**src/rtl/gate_test_sequencer.sv**
```systemverilog
// Stimulus/check sequencer for a 3-input gate under test: steps vectors onto a,b,c,
// waits a settle time, samples w_in against a truth table and reports the results.
module gate_test_sequencer #(
   parameter int unsigned SETTLE_CYCLES = 4,
   parameter logic [7:0]  EXPECT_MASK   = 8'h7F
) (
   input  logic       clk,
   input  logic       rst,
   input  logic       start,
   input  logic       single,
   input  logic [2:0] vec_in,
   input  logic       w_in,
   output logic       a,
   output logic       b,
   output logic       c,
   output logic       busy,
   output logic       done,
   output logic       pass,
   output logic [3:0] err_count,
   output logic [7:0] fail_mask
);

   localparam int unsigned SETTLE_EFF = (SETTLE_CYCLES == 0) ? 1 : SETTLE_CYCLES;
   localparam int unsigned CNT_W      = $clog2(SETTLE_EFF + 1);

   typedef enum logic [2:0] {
      S_IDLE,
      S_APPLY,
      S_SETTLE,
      S_SAMPLE,
      S_DONE
   } state_t;

   state_t           state;
   logic [2:0]       vec;
   logic             single_q;
   logic [CNT_W-1:0] settle_cnt;

   logic       exp_bit_c;
   logic       mismatch_c;
   logic [3:0] err_next_c;

   // An X or Z on w_in never equals the expected bit, so it scores as a mismatch.
   assign exp_bit_c  = EXPECT_MASK[vec];
   assign mismatch_c = (w_in !== exp_bit_c);
   assign err_next_c = err_count + 4'(mismatch_c);

   always_ff @(posedge clk) begin
      if (rst) begin
         state      <= S_IDLE;
         vec        <= 3'd0;
         single_q   <= 1'b0;
         settle_cnt <= '0;
         a          <= 1'b0;
         b          <= 1'b0;
         c          <= 1'b0;
         busy       <= 1'b0;
         done       <= 1'b0;
         pass       <= 1'b0;
         err_count  <= 4'd0;
         fail_mask  <= 8'h00;
      end else begin
         done <= 1'b0;
         case (state)
            S_IDLE: begin
               if (start) begin
                  single_q  <= single;
                  vec       <= single ? vec_in : 3'd0;
                  err_count <= 4'd0;
                  fail_mask <= 8'h00;
                  busy      <= 1'b1;
                  state     <= S_APPLY;
               end
            end
            S_APPLY: begin
               {a, b, c}  <= vec;
               settle_cnt <= CNT_W'(SETTLE_EFF);
               state      <= S_SETTLE;
            end
            S_SETTLE: begin
               settle_cnt <= settle_cnt - CNT_W'(1);
               if (settle_cnt <= CNT_W'(1)) begin
                  state <= S_SAMPLE;
               end
            end
            S_SAMPLE: begin
               if (mismatch_c) begin
                  fail_mask[vec] <= 1'b1;
                  err_count      <= err_next_c;
               end
               // pass is resolved here so it already reflects the final sample during done.
               if (single_q || (vec == 3'd7)) begin
                  done  <= 1'b1;
                  pass  <= (err_next_c == 4'd0);
                  state <= S_DONE;
               end else begin
                  vec   <= vec + 3'd1;
                  state <= S_APPLY;
               end
            end
            S_DONE: begin
               busy  <= 1'b0;
               state <= S_IDLE;
            end
            default: begin
               state <= S_IDLE;
            end
         endcase
      end
   end

endmodule
```
**config.mk**
```make
export PLATFORM = sky130hd
export DESIGN_NAME = gate_test_sequencer
export DESIGN_NICKNAME = d
export VERILOG_FILES = /design/src/rtl/gate_test_sequencer.sv
export SDC_FILE = /design/constraint.sdc
export NUM_CORES = 1
export LEC_CHECK = 0
export CAP_MARGIN = 5
export CORE_MARGIN = 4
export CORE_UTILIZATION = 40
export CTS_CLUSTER_DIAMETER = 100
export DETAILED_ROUTE_END_ITERATION = 16
export PLACE_DENSITY = 0.74
export SYNTH_ARGS = -nofsm -noshare
export SYNTH_HDL_FRONTEND = slang
export SYNTH_SLANG_ARGS = --single-unit
```
**constraint.sdc**
```tcl
create_clock -name clk -period 3.4 [get_ports clk]
set_clock_uncertainty 0.15 [all_clocks]
set_input_delay 0.68 -clock clk [delete_from_list [all_inputs] [get_ports clk]]
set_output_delay 0.68 -clock clk [all_outputs]
set_load 0.02 [all_outputs]
```
==> impl_metrics.csv <==
group,metric,value,unit
sta,setup_viol,0,
min_path,hold_class,"reg -> reg",
job,max_cap_viol_count,0,
logic_synthesis,syn_area_per_cell,9.06,um^2
global_route,grt.overflow.total,0,
logic_synthesis,netlist_area,1410,um^2
run_status,status,"completed",
cts,cts_resized,0,
sta,hold_slack,0.321,ns
sta,maxSlewHeadroom,50.3,%
sta,period_minus_slack,2.54,ns
routing,dr.pass1.iters,4,
cts,insertion_delay,0.32,ns
die,die_w,67.4,um
sta,tightest_slew,0.744,ns
cts,numClockSinks,29,
cts,postCtsSetupBuffers,0,
logic_synthesis,synth.ff_latch_count,29,
setup_path,worstPathArrival,2.64,ns
setup_path,cp-start-kind,"input port",
routing,routed_via_density,5.35,
logic_synthesis,ys_seq_area_share,41.1,%
place,routabilityCongestion,0.800,
finish,fin_nets,194,
logic_synthesis,yosysWarnings,0,
sta,tns,0,ns
cts,cts-root-buf,"clkbuf_4",
place,numPortBuffers,25,
sta,rsz0062_at_grt,"false",
min_path,timing.hold.worst_path_depth,1,
cts,cts.path.max_buffers,2,
finish,layout-drive-gt1-share,8.29,%
cts,holdBufCountCts,0,
finish,diodes,0,
routing,dr_total_vias,1214,
power,leakage,0.639,nW
routing,wirelength,3050,um
logic_synthesis,yosysMostFrequentCell,"dfxtp_1",
global_route,antenna_found_initial,0,
cts,htree_levels,2,
setup_path,cp_data_required_time,3.50,ns
logic_synthesis,ys_types,43,
setup_path,worstPathCellList,"clkdlybuf4s50_1 > xnor2_1 > inv_1 > ha_1 > ha_1 > xor2_1 > nor3_1 > nand3b_1 > a21oi_1",
logic_synthesis,syn_inst,156,
cts,numCtsBuffers,5,
global_route,grtUsageTotal,15.4,%
power,p_per_area,468,nW/um^2
setup_path,reg2reg_depth,8,
setup_path,crit_path_max_fanout,3,
setup_path,crit_slowest_cell,"clkdlybuf4s50_1",
sta,fmax,394,MHz
cts,cts_tree,"built",
cts,clkTransAtPathRegs,0.09,ns
logic_synthesis,synth_fp_nets,170,
setup_path,crit_top_cell,"ha_1",
die,start_util,42.0,%
die,dieArea,4550,um^2
setup_path,crit_path_end_kind,"register",
setup_path,cp.buffers_inverters,2,
die,io_pins,26,
die,fp.dieH,67.4,um
routing,ant_nets,0,
global_route,grt_start_max_net_pins,18,
logic_synthesis,synthFlopType,"dfxtp_1",
setup_path,critPathTopFamily,"buffers and inverters",
sta,hold_viol,0,
setup_path,critPathKind,"in -> reg",
power,ir_worst_vdd,0.222,mV
routing,drc,0,
logic_synthesis,synth_edf_count,0,
global_route,grt_pass1_wl,5230,um
logic_synthesis,synthTopCellsByArea,"dfxtp_1 41%, nor2_1 7.4%, ha_1 5.3%, mux2i_1 3.5%, a31oi_1 2.2%",
setup_path,crit_cells,9,
finish,syn2layout_area_growth,23.1,%
sta,final_max_slew_viol_count,0,
logic_synthesis,synth_area_leader_cell,"dfxtp_1",
global_route,grt_pass1_vias,1156,
logic_synthesis,synth_common_cells,"29 x dfxtp_1, 28 x nor2_1, 7 x nand2_1",
routing,drtIter0Drc,52,
setup_path,slowest_delay,0.43,ns
die,core-area,3360,um^2
logic_synthesis,synth_top_area_share,41.1,%
die,rows,21,
sta,period_share,74.6,%
place,dpl.hpwl,2290,um
routing,avgRoutedWirePerCell,13.5,um
logic_synthesis,async_flop_share,0,%
## flip-flops by register name (all words and copies together) (netlist names)
register and flops:
a 1, fail_mask 8, state 3, exp_bit_c 1, settle_cnt 3, vec 3, busy 1, c 1
single_q 1, done 1, b 1, err_count 4, pass 1
## worst paths after layout
check / startpoint / slack (ns) / to
worst max-delay path: w_in / 0.86 / pass
worst max register to register: exp_bit_c / 1.33 / pass
worst min-delay path: fail_mask[2] / 0.32 / fail_mask[2]
worst min register to register: fail_mask[2] / 0.32 / fail_mask[2]
## logic make-up (layout without fill, tap and decap cells)
| family | Yosys count | after routing | share of synthesized area (%) |
|---|---|---|---|
| muxes | 5 | 5 | 3.54 |
| DFF | 29 | 29 | 41.1 |
| buffers and inverters | 15 | 40 | 4.69 |
| adders and majority gates | 6 | 6 | 5.31 |
| AOI/OAI and AO/OA | 37 | 37 | 19.8 |
| and+or+nand+nor | 60 | 60 | 23.0 |
| xor gates and xnor gates | 4 | 4 | 2.48 |
## metrics by stage
| step | total power, mW | utilization (%) | instances | worst slack [ns] | area, um^2 |
|---|---|---|---|---|---|
| global placement | 0.610 | 50.1 | 219 | 0.707 | 1680 |
| finish | 0.813 | 51.7 | 227 | 0.862 | 1740 |
| global route | 0.868 | 51.7 | 227 | 0.739 | 1740 |
| detailed placement | 0.619 | 50.1 | 219 | 0.529 | 1680 |
| CTS | 0.824 | 51.7 | 227 | 0.872 | 1740 |
| floorplan | 0.565 | - | 156 | 1.21 | 1410 |
## final cells by class
type                       count  area, um^2
sequential                    29         581
timing repair buffer          26         258
tap                           46        57.6
clock inverter                 3        17.5
multi-input combinational    112         766
clock buffer                   5        37.5
fill                         339        1620
inverter                       6        22.5
## layout by cell type, fill, tap and decap left out, types with 2 or more instances in the layout
cell / instances
nor3_1: 3
a32o_1: 2
xnor2_1: 2
inv_1: 6
dfxtp_1: 29
o21ai_0: 6
a2bb2oi_1: 2
nand3_1: 4
mux2i_1: 5
ha_1: 6
clkdlybuf4s50_1: 25
nor3b_2: 2
nand3b_1: 2
a221oi_1: 2
a311oi_1: 3
nor2_1: 28
nand2_1: 7
nor2b_1: 3
clkinv_2: 2
a21o_1: 2
a31oi_1: 5
a22oi_1: 2
clkbuf_4: 5
nand2b_1: 2
a21oi_1: 5
xor2_1: 2
## per-layer routing
layer	GRT usage, %	routed length, um
met3	5.82	159
met1	18.5	1360
met4	4.81	37
met5	0	0
met2	25.3	1500
## power breakdown
part / leakage, nW / switching (mW) / internal (mW)
combinational: 0.373 / 0.100 / 0.0993
sequential: 0.236 / 0.0472 / 0.366
clock: 0.0310 / 0.123 / 0.0778
No activity file was read; power rests on OpenSTA's default activity.
==> variant 1: new RTL, same flow settings <==
Put one more register stage on the output `b`, cleared by the reset. The value now appears one clock later. The other outputs are not delayed to match.
--- a/src/rtl/gate_test_sequencer.sv
+++ b/src/rtl/gate_test_sequencer.sv
@@ -31,6 +31,8 @@
       S_DONE
    } state_t;
 
+   logic b_s0;
+
    state_t           state;
    logic [2:0]       vec;
    logic             single_q;
@@ -52,7 +54,7 @@
          single_q   <= 1'b0;
          settle_cnt <= '0;
          a          <= 1'b0;
-         b          <= 1'b0;
+         b_s0       <= 1'b0;
          c          <= 1'b0;
          busy       <= 1'b0;
          done       <= 1'b0;
@@ -73,7 +75,7 @@
                end
             end
             S_APPLY: begin
-               {a, b, c}  <= vec;
+               {a, b_s0, c}  <= vec;
                settle_cnt <= CNT_W'(SETTLE_EFF);
                state      <= S_SETTLE;
             end
@@ -109,4 +111,12 @@
       end
    end
 
+   always_ff @(posedge clk) begin
+      if (rst) begin
+         b <= '0;
+      end else begin
+         b <= b_s0;
+      end
+   end
+
 endmodule
Behaviour: not the same (a bounded check fails within 4 cycles, from zero or initial values and one cycle with rst high).
==> variant 1 against the unedited design <==
  * Via count fell by 0.74%
  * Cell area up 3.0%
  * Global-route usage rose by 0.24 points
  * Worst setup slack improved by 190 ps
  * Critical endpoint is now err_count[3]$_SDFFE_PP0P_
  * Largest power group unchanged
  * Sequential cell count up 1
  * Count of clock-buffer cells in the layout rose by 2
  * Synthesized area grew 1.9%
  * Total power rose by 8.5%
  * Routed wire length decreased by 3.0%
==> variant 1: results (changes against the unedited design) <==
* Status: completed (unchanged)
* Compound-Gate Fraction of Synth Area at 18.2% (was 19.8%)
* WL/cell at 12.9 um (was 13.5 um)
* Reg-to-reg endpoint: err_count[3]$_SDFFE_PP0P_ (was pass$_SDFFE_PP0P_)
* Critical path's top delay family: simple AND/OR/NAND/NOR gates (was buffers and inverters)
* Pin count of the biggest net entering global routing at 30 (was 18)
* Syn nets at 173 (was 170)
* Reg2Reg Depth at 4 (was 8)
* Total CTS buffers at 5 (unchanged)
* Placed cell count at 222 (was 219)
* WHS at 312 ps (was 321 ps)
* Proportion of synthesized area in mux cells at 4.87% (was 3.54%)
* Top area cells in the synthesized netlist: dfxtp_1 42%, o21a_1 6.3%, ha_1 5.2% (was dfxtp_1 41%, nor2_1 7.4%, ha_1 5.3%)
* Worst Hold Path EP: pass$_SDFFE_PP0P_ (was fail_mask[2]$_SDFFE_PP0P_)
* Switch share at 29.1% (was 33.2%)
* GPL Wtd Cong at 0.777 (was 0.800)
* FFs w/ async S/R, synth at 0% (unchanged)
* Register area share after synthesis at 41.7% (was 41.1%)
* F_max at 426 MHz (was 394 MHz)
* All-layer global routing usage at 15.6% (was 15.4%)
* Placement Cell Area at 1720 um^2 (was 1680 um^2)
* Type of the worst min-delay path: register to register (unchanged)
* Worst slack, placed at 714 ps (was 529 ps)
* HP Start: pass$_SDFFE_PP0P_ (was fail_mask[2]$_SDFFE_PP0P_)
* Regs by FF count: fail_mask (8), err_count (4) (unchanged)
* Crit-path max FO at 3 (unchanged)
* Max rail drop VDD at 309 uV (was 222 uV)
* Vias in the first global route at 1242 (was 1156)
* R2r startpoint: state[1]$_SDFFE_PP0P_ (was exp_bit_c$_SDFF_PN1_)
* First-pass GRT wire length at 5380 um (was 5230 um)
* Cells on Worst Hold Path at 2 (was 1)
* Post-Syn Area per Cell at 9.06 um^2 (about the same)
* R2R setup slack at 1350 ps (was 1330 ps)
* Share of layout cells above drive strength 1 at 5.98% (was 8.29%)
* Average vias per placed instance at 5.24 (was 5.35)
* Kind of critical path: input pin to register (unchanged)
* Largest stage delay on the critical path at 470 ps (was 430 ps)
* Leakage Power at 0.648 nW (was 0.639 nW)
* # nets final at 197 (was 194)
* Worst-Margin Slew at 944 ps (was 744 ps)
* Cell variety after synth at 35 (was 43)
* Max stage delay cell, worst path: clkdlybuf4s50_1 (unchanged)
* Clk buf depth at 2 (unchanged)
* Clk root buf: clkbuf_4 (unchanged)
* Setup bufs post-CTS at 0 (unchanged)
* Post-Synth Adder-Cell Area at 5.21% (was 5.31%)
* Drt first-iter violations at 53 (was 52)
* Drt total wl at 2960 um (was 3050 um)
* Critical Path AT at 2460 ps (was 2640 ps)
* Detail Placement HPWL at 2100 um (was 2290 um)
* Biggest register: fail_mask (unchanged)
* Antenna violations before repair at 0 (unchanged)
* Post-Synth XOR/XNOR Area at 2.43% (was 2.48%)
* Synth top cells by count: 30 x dfxtp_1, 20 x nor2_1, 12 x o21a_1 (was 29 x dfxtp_1, 28 x nor2_1, 7 x nand2_1)
* Post-cts sizing count at 0 (unchanged)
## variant 1: routing by layer
layer | part of all wire (%) | up-vias | global-route usage, % | wire length [um]
met2 | 45 | 32 | 23.7 | 1340
met5 | 0 | - | 0 | 0
met1 | 47 | 552 | 19.2 | 1390
li1 | - | 615 | - | -
met3 | 5.9 | 6 | 5.42 | 174
met4 | 2.0 | 0 | 8.44 | 58
## variant 1: power by group through the flow
stage / registers (mW) / clock network, mW / logic [mW]
after detailed placement: 0.431 / 0 / 0.182
after global placement: 0.428 / 0 / 0.176
after floorplan: 0.417 / 0 / 0.145
final: 0.422 / 0.279 / 0.182
after global routing: 0.431 / 0.304 / 0.207
after CTS: 0.422 / 0.287 / 0.184
## variant 1: layout make-up
class                           instances  area [um^2]
Sequential cell                        30          601
Tap cell                               46         57.6
Timing Repair Buffer                   26          258
Clock buffer                            7         45.0
Clock inverter                          1         30.0
Fill cell                             339         1620
Inverter                                2         7.51
Multi-Input combinational cell        118          793
==> variant 2: new RTL, same settings <==
Made on the original files. The parameter `SETTLE_CYCLES` goes from 4 to 2.
--- a/src/rtl/gate_test_sequencer.sv
+++ b/src/rtl/gate_test_sequencer.sv
@@ -1,7 +1,7 @@
 // Stimulus/check sequencer for a 3-input gate under test: steps vectors onto a,b,c,
 // waits a settle time, samples w_in against a truth table and reports the results.
 module gate_test_sequencer #(
-   parameter int unsigned SETTLE_CYCLES = 4,
+   parameter int unsigned SETTLE_CYCLES = 2,
    parameter logic [7:0]  EXPECT_MASK   = 8'h7F
 ) (
    input  logic       clk,
Behaviour: not the same (Yosys sat finds a counterexample within 10 cycles, from zero or initial values and one cycle with rst high).
==> variant 2 against the unedited design <==
  * Synthesized area is 5.1% lower
  * Sequential share of layout area is 0.90 points higher
  * Total power is 5.5% lower
  * Sequential cell count is 1 lower
  * Synthesized cell count is 4.5% lower
  * Fmax is 8.9% higher
  * Routed wire length is 8.9% lower
  * Worst setup slack better by 210 ps
  * Critical path depth is 4 lower
  * Cell area is 6.0% lower
  * Register-to-register slack worse by 20 ps
  * Critical endpoint is now err_count[2]$_SDFFE_PP0P_
  * Largest cell class unchanged
==> variant 2: results (changes against the unedited design) <==
* Worst slack, placed at 735 ps (was 529 ps)
* Cell variety after synth at 41 (was 43)
* Crit path to: err_count[2]$_SDFFE_PP0P_ (was pass$_SDFFE_PP0P_)
* Total CTS buffers at 3 (was 5)
* Critical path's top delay family: simple AND/OR/NAND/NOR gates (was buffers and inverters)
* Sequential power at 0.407 mW (was 0.413 mW)
* Net Switching at 0.252 mW (was 0.270 mW)
* Syn nets at 162 (was 170)
* Max stage delay cell, worst path: or4_1 (was clkdlybuf4s50_1)
* Cell internal pwr at 0.517 mW (was 0.543 mW)
* Reg-to-reg endpoint: vec[2]$_SDFFE_PP0N_ (was pass$_SDFFE_PP0P_)
* Clock Pin Slew Worst Setup and Hold Paths at 140 ps (was 90 ps)
* Compound-Gate Fraction of Synth Area at 17.3% (was 19.8%)
* R2R setup slack at 1310 ps (was 1330 ps)
* Drt total wl at 2780 um (was 3050 um)
* Post-Synth Adder-Cell Area at 4.67% (was 5.31%)
* Register area share after synthesis at 41.8% (was 41.1%)
* Drt first-iter violations at 82 (was 52)
* First-pass GRT wire length at 4600 um (was 5230 um)
* M1 GR Usage at 16.0% (was 18.5%)
* Max-slew headroom at 42.5% (was 50.3%)
* GR Util met3 at 1.53% (was 5.82%)
* Worst Hold Path EP: fail_mask[4]$_SDFFE_PP0P_ (was fail_mask[2]$_SDFFE_PP0P_)
* Max rail drop VDD at 195 uV (was 222 uV)
* Status: completed (unchanged)
* Post-Synth XOR/XNOR Area at 2.61% (was 2.48%)
* Pin count of the biggest net entering global routing at 29 (was 18)
* Reg2Reg Depth at 6 (was 8)
* Critical Path AT at 2440 ps (was 2640 ps)
* # nets final at 182 (was 194)
* All-layer global routing usage at 13.5% (was 15.4%)
* Crit-path max FO at 16 (was 3)
* Synth top cells by count: 28 x dfxtp_1, 16 x nor2_1, 10 x o21a_1 (was 29 x dfxtp_1, 28 x nor2_1, 7 x nand2_1)
* R2r startpoint: vec[0]$_SDFFE_PP0N_ (was exp_bit_c$_SDFF_PN1_)
## variant 2: per-stage QoR
step	std cells	cell area (um^2)
2_1_floorplan	149	1340
3_3_place_gp	208	1600
3_5_place_dp	208	1600
4_1_cts	212	1640
5_1_grt	212	1640
6_report	212	1640
## variant 2: cell type report
type	count	area [um^2]	share of cell area, %
Tap cell	44	55.1	3.37
Inverter	2	7.51	0.459
Timing Repair Buffer	25	250	15.3
Clock buffer	4	36.3	2.22
Multi-Input combinational cell	109	726	44.4
Sequential cell	28	561	34.3
## variant 2: worst reg2reg max path: stages (launching register included)
cell,delay (ps)
dfxtp_1,450
ha_1,260
ha_1,210
nand4bb_1,250
a21oi_2,310
nand3_1,150
nor3b_1,170
## variant 2: cell families (layout without fill, tap and decap cells)
logic type / after synthesis / after routing
adders and majority gates: 5 / 5
AOI/OAI and AO/OA: 34 / 34
muxes: 4 / 4
DFF: 28 / 28
xor gates and xnor gates: 4 / 4
and+or+nand+nor: 62 / 62
buffers and inverters: 12 / 31
